==> src/rtl/product_collector.sv <==
// Collects multiplier products into a small FIFO drained by valid/ready, and keeps
// saturating statistics (sum, count, drops, overflow) since the last clear.
module product_collector #(
  parameter int unsigned DEPTH = 4,
  parameter int unsigned ACC_W = 24,
  parameter int unsigned CNT_W = 8
) (
  input  logic             CLK,
  input  logic             RST_N,
  input  logic [15:0]      Product_In,
  input  logic             Product_Valid_In,
  input  logic             Clear,
  input  logic             Out_Ready,
  output logic [15:0]      Out_Data,
  output logic             Out_Valid,
  output logic             Full,
  output logic [ACC_W-1:0] Acc_Sum,
  output logic [CNT_W-1:0] Acc_Count,
  output logic [CNT_W-1:0] Drop_Count,
  output logic             Overflow
);

  localparam int unsigned AW = $clog2(DEPTH);

  logic [15:0]      mem_q [DEPTH];
  logic [15:0]      mem_d [DEPTH];
  logic [AW:0]      wptr_q, wptr_d, rptr_q, rptr_d;
  logic [ACC_W-1:0] acc_sum_q, acc_sum_d;
  logic [CNT_W-1:0] acc_count_q, acc_count_d;
  logic [CNT_W-1:0] drop_count_q, drop_count_d;
  logic             overflow_q, overflow_d;

  logic             empty, full, pop, push;
  logic [ACC_W:0]   sum_ext;

  assign empty   = (wptr_q == rptr_q);
  assign full    = (wptr_q[AW-1:0] == rptr_q[AW-1:0]) && (wptr_q[AW] != rptr_q[AW]);
  assign pop     = ~empty & Out_Ready;
  assign push    = Product_Valid_In & (~full | pop);
  // One extra bit catches the carry that signals saturation.
  assign sum_ext = {1'b0, acc_sum_q} + {{(ACC_W + 1 - 16){1'b0}}, Product_In};

  always_comb begin
    mem_d        = mem_q;
    wptr_d       = wptr_q;
    rptr_d       = rptr_q;
    acc_sum_d    = acc_sum_q;
    acc_count_d  = acc_count_q;
    drop_count_d = drop_count_q;
    overflow_d   = overflow_q;
    if (Clear) begin
      wptr_d       = '0;
      rptr_d       = '0;
      acc_sum_d    = '0;
      acc_count_d  = '0;
      drop_count_d = '0;
      overflow_d   = 1'b0;
    end else begin
      if (pop) begin
        rptr_d = rptr_q + (AW + 1)'(1);
      end
      if (push) begin
        mem_d[wptr_q[AW-1:0]] = Product_In;
        wptr_d                = wptr_q + (AW + 1)'(1);
      end
      if (Product_Valid_In && !push && drop_count_q != '1) begin
        drop_count_d = drop_count_q + CNT_W'(1);
      end
      if (Product_Valid_In) begin
        if (acc_count_q != '1) begin
          acc_count_d = acc_count_q + CNT_W'(1);
        end
        if (sum_ext[ACC_W]) begin
          acc_sum_d  = '1;
          overflow_d = 1'b1;
        end else begin
          acc_sum_d = sum_ext[ACC_W-1:0];
        end
      end
    end
  end

  always_ff @(posedge CLK or negedge RST_N) begin
    if (!RST_N) begin
      mem_q        <= '{default: '0};
      wptr_q       <= '0;
      rptr_q       <= '0;
      acc_sum_q    <= '0;
      acc_count_q  <= '0;
      drop_count_q <= '0;
      overflow_q   <= 1'b0;
    end else begin
      mem_q        <= mem_d;
      wptr_q       <= wptr_d;
      rptr_q       <= rptr_d;
      acc_sum_q    <= acc_sum_d;
      acc_count_q  <= acc_count_d;
      drop_count_q <= drop_count_d;
      overflow_q   <= overflow_d;
    end
  end

  assign Out_Valid  = ~empty;
  assign Out_Data   = empty ? 16'h0000 : mem_q[rptr_q[AW-1:0]];
  assign Full       = full;
  assign Acc_Sum    = acc_sum_q;
  assign Acc_Count  = acc_count_q;
  assign Drop_Count = drop_count_q;
  assign Overflow   = overflow_q;

endmodule

==> config.mk <==
export PLATFORM = sky130hd
export DESIGN_NAME = product_collector
export DESIGN_NICKNAME = d
export VERILOG_FILES = /design/src/rtl/product_collector.sv
export SDC_FILE = /design/constraint.sdc
export NUM_CORES = 1
export LEC_CHECK = 0
export ABC_CLOCK_PERIOD_IN_PS = 6100
export CAP_MARGIN = 30
export CORE_ASPECT_RATIO = 0.8
export CORE_MARGIN = 5
export CORE_UTILIZATION = 45
export CTS_CLUSTER_SIZE = 28
export DETAILED_ROUTE_END_ITERATION = 6
export GPL_TIMING_DRIVEN = 0
export MAX_ROUTING_LAYER = met4
export PLACE_DENSITY = 0.68
export SYNTH_ARGS = -nofsm -noshare
export SYNTH_HDL_FRONTEND = slang
export SYNTH_SLANG_ARGS = --single-unit
==> constraint.sdc <==
create_clock -name CLK -period 6.1 [get_ports CLK]
set_clock_uncertainty 0.1 [all_clocks]
set_input_delay 0.915 -clock CLK [delete_from_list [all_inputs] [get_ports CLK]]
set_output_delay 0.915 -clock CLK [all_outputs]
set_load 0.02 [all_outputs]
==> summary.md <==
| Metric | Value |
|---|---|
| Status | `finished clean` |
| Clock Path Buffers | `2` |
| Cts repair resizes | `0` |
| CTS tree | `done` |
| Area of the multi-input gates | `0.00315 mm2` |
| Hold Crit Depth | `1` |
| Most frequent cells in the layout | `dfrtp_1, clkdlybuf4s50_1, nor2_1` |
| Post-CTS Setup Bufs | `0` |
| Hold Path Class | `reg2reg` |
| Fillers | `1165` |
| Starting DRT DRC Count | `288` |
| Area Growth Syn to Fin | `22.6%` |
| Via count | `4496` |
| Final ANT Viol Nets | `0` |
| Worst Path Required | `6.21 ns` |
| Finished Layout Cells | `809` |
| Antenna cells | `0` |
| Setup ws final | `2.24 ns` |
| Max-slew headroom | `51.6%` |
| Sequential area share after synthesis | `45.1%` |
| Synth Cell Area | `0.00616 mm2` |
| Flops & latches, synth | `111` |
| Drt total wl | `14700 um` |
| Async S/R FF share, synth | `100%` |
| RSZ-0062 raised after global routing | `no` |
| Post-synth net total | `577` |
| Sequential cell area | `0.00278 mm2` |
| CTS root buf | `clkbuf_16` |
| Worst-path cell chain | `clkdlybuf4s50_1, ha_1, fa_1, a211o_1, and4b_4, a2111oi_4, a211oi_2, nor2_1, a211oi_1` |
| Crit Path Max Fanout | `6` |
| Post-Synthesis Cells | `532` |
| Reg clk slew, reported paths | `0.07 ns` |
| Total gr overflow | `0` |
| Top-area cell type share of the netlist area | `45.1%` |
| Layout cells sized above 1 | `13.5%` |
| Max Clk Rate | `0.259 GHz` |
| EDFF count, synth | `0` |
| Top post-synthesis cells by area | `dfrtp_1, mux2_1, mux4_2` |
| MaxCap Viol Count | `0` |
| Die Height | `115 um` |
| Predominant post-synthesis flop cell | `dfrtp_1` |
| Vias in the first global route | `4615` |
| Buffer and inverter count on the worst path | `1` |
| Detailed Place HPWL | `10600 um` |
| Post-synthesis cell type count | `67` |
| CTS sink count | `111` |
| First-pass GRT wire length | `24600 um` |
| Maximum vdd drop | `165 uV` |
| Hold wc startpoint | `mem_q[22]$_DFFE_PN0P_` |
| Number of antenna violations at the first check in global routing | `0` |
| RR Startpoint | `Acc_Sum[0]$_DFFE_PN0P_` |
| Starting density of the core | `45.6%` |
| Worst r2r path cells | `8` |
| DRT Pass-1 Iters | `4` |
| Pre-CTS setup slack | `1.88 ns` |
| Die area | `0.0161 mm2` |
| Top Metal Used | `met4` |
| Internal reg-to-reg setup slack | `2.95 ns` |
| Power per cell area | `318 mW/mm2` |
| GPL Wtd Cong | `0.932` |
| Row Count | `38` |
| Vias per inst | `5.56` |
| Total track usage | `19.9%` |
| Largest net degree at the start of global routing | `72` |
| Final setup fails | `0` |
| Clock period minus final worst setup slack | `3.86 ns` |
| I/O pin count | `80` |
| Core Area | `0.0135 mm2` |
| # port buffers | `79` |
| Cell count after placement | `793` |
| Crit end category | `flip-flop` |
| Pins Over Slew Limit | `0` |
| Tcrit/Tclk final | `63.2%` |
| Routed len/inst | `18.2 um` |
| Routed wire length on met2 | `6850 um` |
| Die Width | `141 um` |
| Hold EP | `mem_q[22]$_DFFE_PN0P_` |
| Critical path's slowest cell | `clkdlybuf4s50_1` |
| Hold-fix buffers, CTS | `0` |
| Clk_lat worst skew | `0.35 ns` |
| Final Hold Vio Count | `0` |
| CTS Buf Count | `9` |
| Worst Max-Slew Pin Slew | `0.726 ns` |
| Avg Cell Area, Syn | `11.6 um2` |
| Met3 routed WL | `549 um` |
| CP delay by family, top | `compound AO/OA/AOI/OAI gates` |
| DRC | `0` |
| Setup tns final | `0 ns` |
| Commonest non-fill, non-tap cell in the layout | `dfrtp_1` |
| Crit path DAT | `3.97 ns` |
| Leading area contributor after synthesis | `dfrtp_1` |
| Ys Warns | `0` |
| Nets | `669` |
| Met1 wire length | `7070 um` |
| Worst setup SP type | `primary input` |
| Crit path largest cell delay | `0.49 ns` |
| Critical path type | `in2reg` |
| Capture point of the worst reg-to-reg path | `Acc_Sum[13]$_DFFE_PN0P_` |
| P_leak | `3.21 nW` |
| CTS HTree Levels | `3` |
[report_power, final]
group | total [W] | leakage, nW | internal, W | switching (W)
clock | 0.000678 | 0.162 | 0.000402 | 0.000276
sequential | 0.000966 | 1.43 | 0.000885 | 0.0000812
combinational | 0.000757 | 1.62 | 0.000397 | 0.000359
total | 0.00240 | 3.21 | 0.00168 | 0.000717
[registers in the layout, indices dropped and copies added, names as in the netlist]
signal      cells
mem_q          64
Acc_Sum        24
Acc_Count       8
Drop_Count      8
rptr_q          3
wptr_q          3
Overflow        1
[cells in the mapped netlist (12+ instances only)]
cell type,instances
mux2_2,22
a21oi_1,24
nor2b_1,19
xnor2_1,12
ha_1,23
mux4_2,16
nor2_1,55
xor2_1,19
nand2_1,22
mux2_1,42
dfrtp_1,111
a211oi_1,15
[kinds of logic (layout without fill, tap and decap cells)]
| family | count (synthesis) | after routing | share of synthesized area (%) |
|---|---|---|---|
| fa+ha+maj | 24 | 24 | 5.00 |
| xor+xnor | 31 | 31 | 4.41 |
| mux | 83 | 83 | 18.0 |
| flops | 111 | 111 | 45.1 |
| simple gates | 149 | 149 | 12.2 |
| buf+inv | 37 | 134 | 3.80 |
| compound gates | 97 | 97 | 11.4 |
[worst max-delay path by stage]
stage	from	endpoint	slack [ns]	depth (start not counted)
after global placement	RST_N	mem_q[16]$_DFFE_PN0P_	-0.21	1
after detailed placement	Product_In[0]	Acc_Sum[15]$_DFFE_PN0P_	1.88	9
final	Product_In[0]	Acc_Sum[13]$_DFFE_PN0P_	2.24	9
after CTS	Product_In[0]	Acc_Sum[15]$_DFFE_PN0P_	2.25	9
after global routing	Product_In[0]	Acc_Sum[9]$_DFFE_PN0P_	2.05	9
after floorplan	Product_In[0]	Acc_Sum[21]$_DFFE_PN0P_	2.75	9
[routing by layer]
layer  track usage, %  vias up
li1                 -     2137
met1             27.2     2235
met2             30.2      107
met3             3.38       17
met4             6.71        0
met5                -        -
[area by class of cell]
| class | instances | share of cell area [%] |
|---|---|---|
| flip-flops and latches | 111 | 36.8 |
| repair buffers | 81 | 10.9 |
| inverters | 11 | 0.547 |
| clock buffers | 9 | 2.98 |
| plain buffers | 26 | 2.55 |
| multi-input cells | 384 | 41.7 |
| well taps | 180 | 2.98 |
| clock inverters | 7 | 1.57 |
[per-stage QoR]
stage                     utilization (%)  cell area [um2]  hold WS, ns  total power [W]
after floorplan                         -             6160        0.352          0.00146
after global placement               53.2             7180        0.362          0.00171
after detailed placement             53.4             7210        0.369          0.00174
after CTS                            55.9             7550        0.386          0.00243
after global routing                 55.9             7550        0.401          0.00253
final                                55.9             7550        0.381          0.00240
No activity file was read; power rests on OpenSTA's default activity.
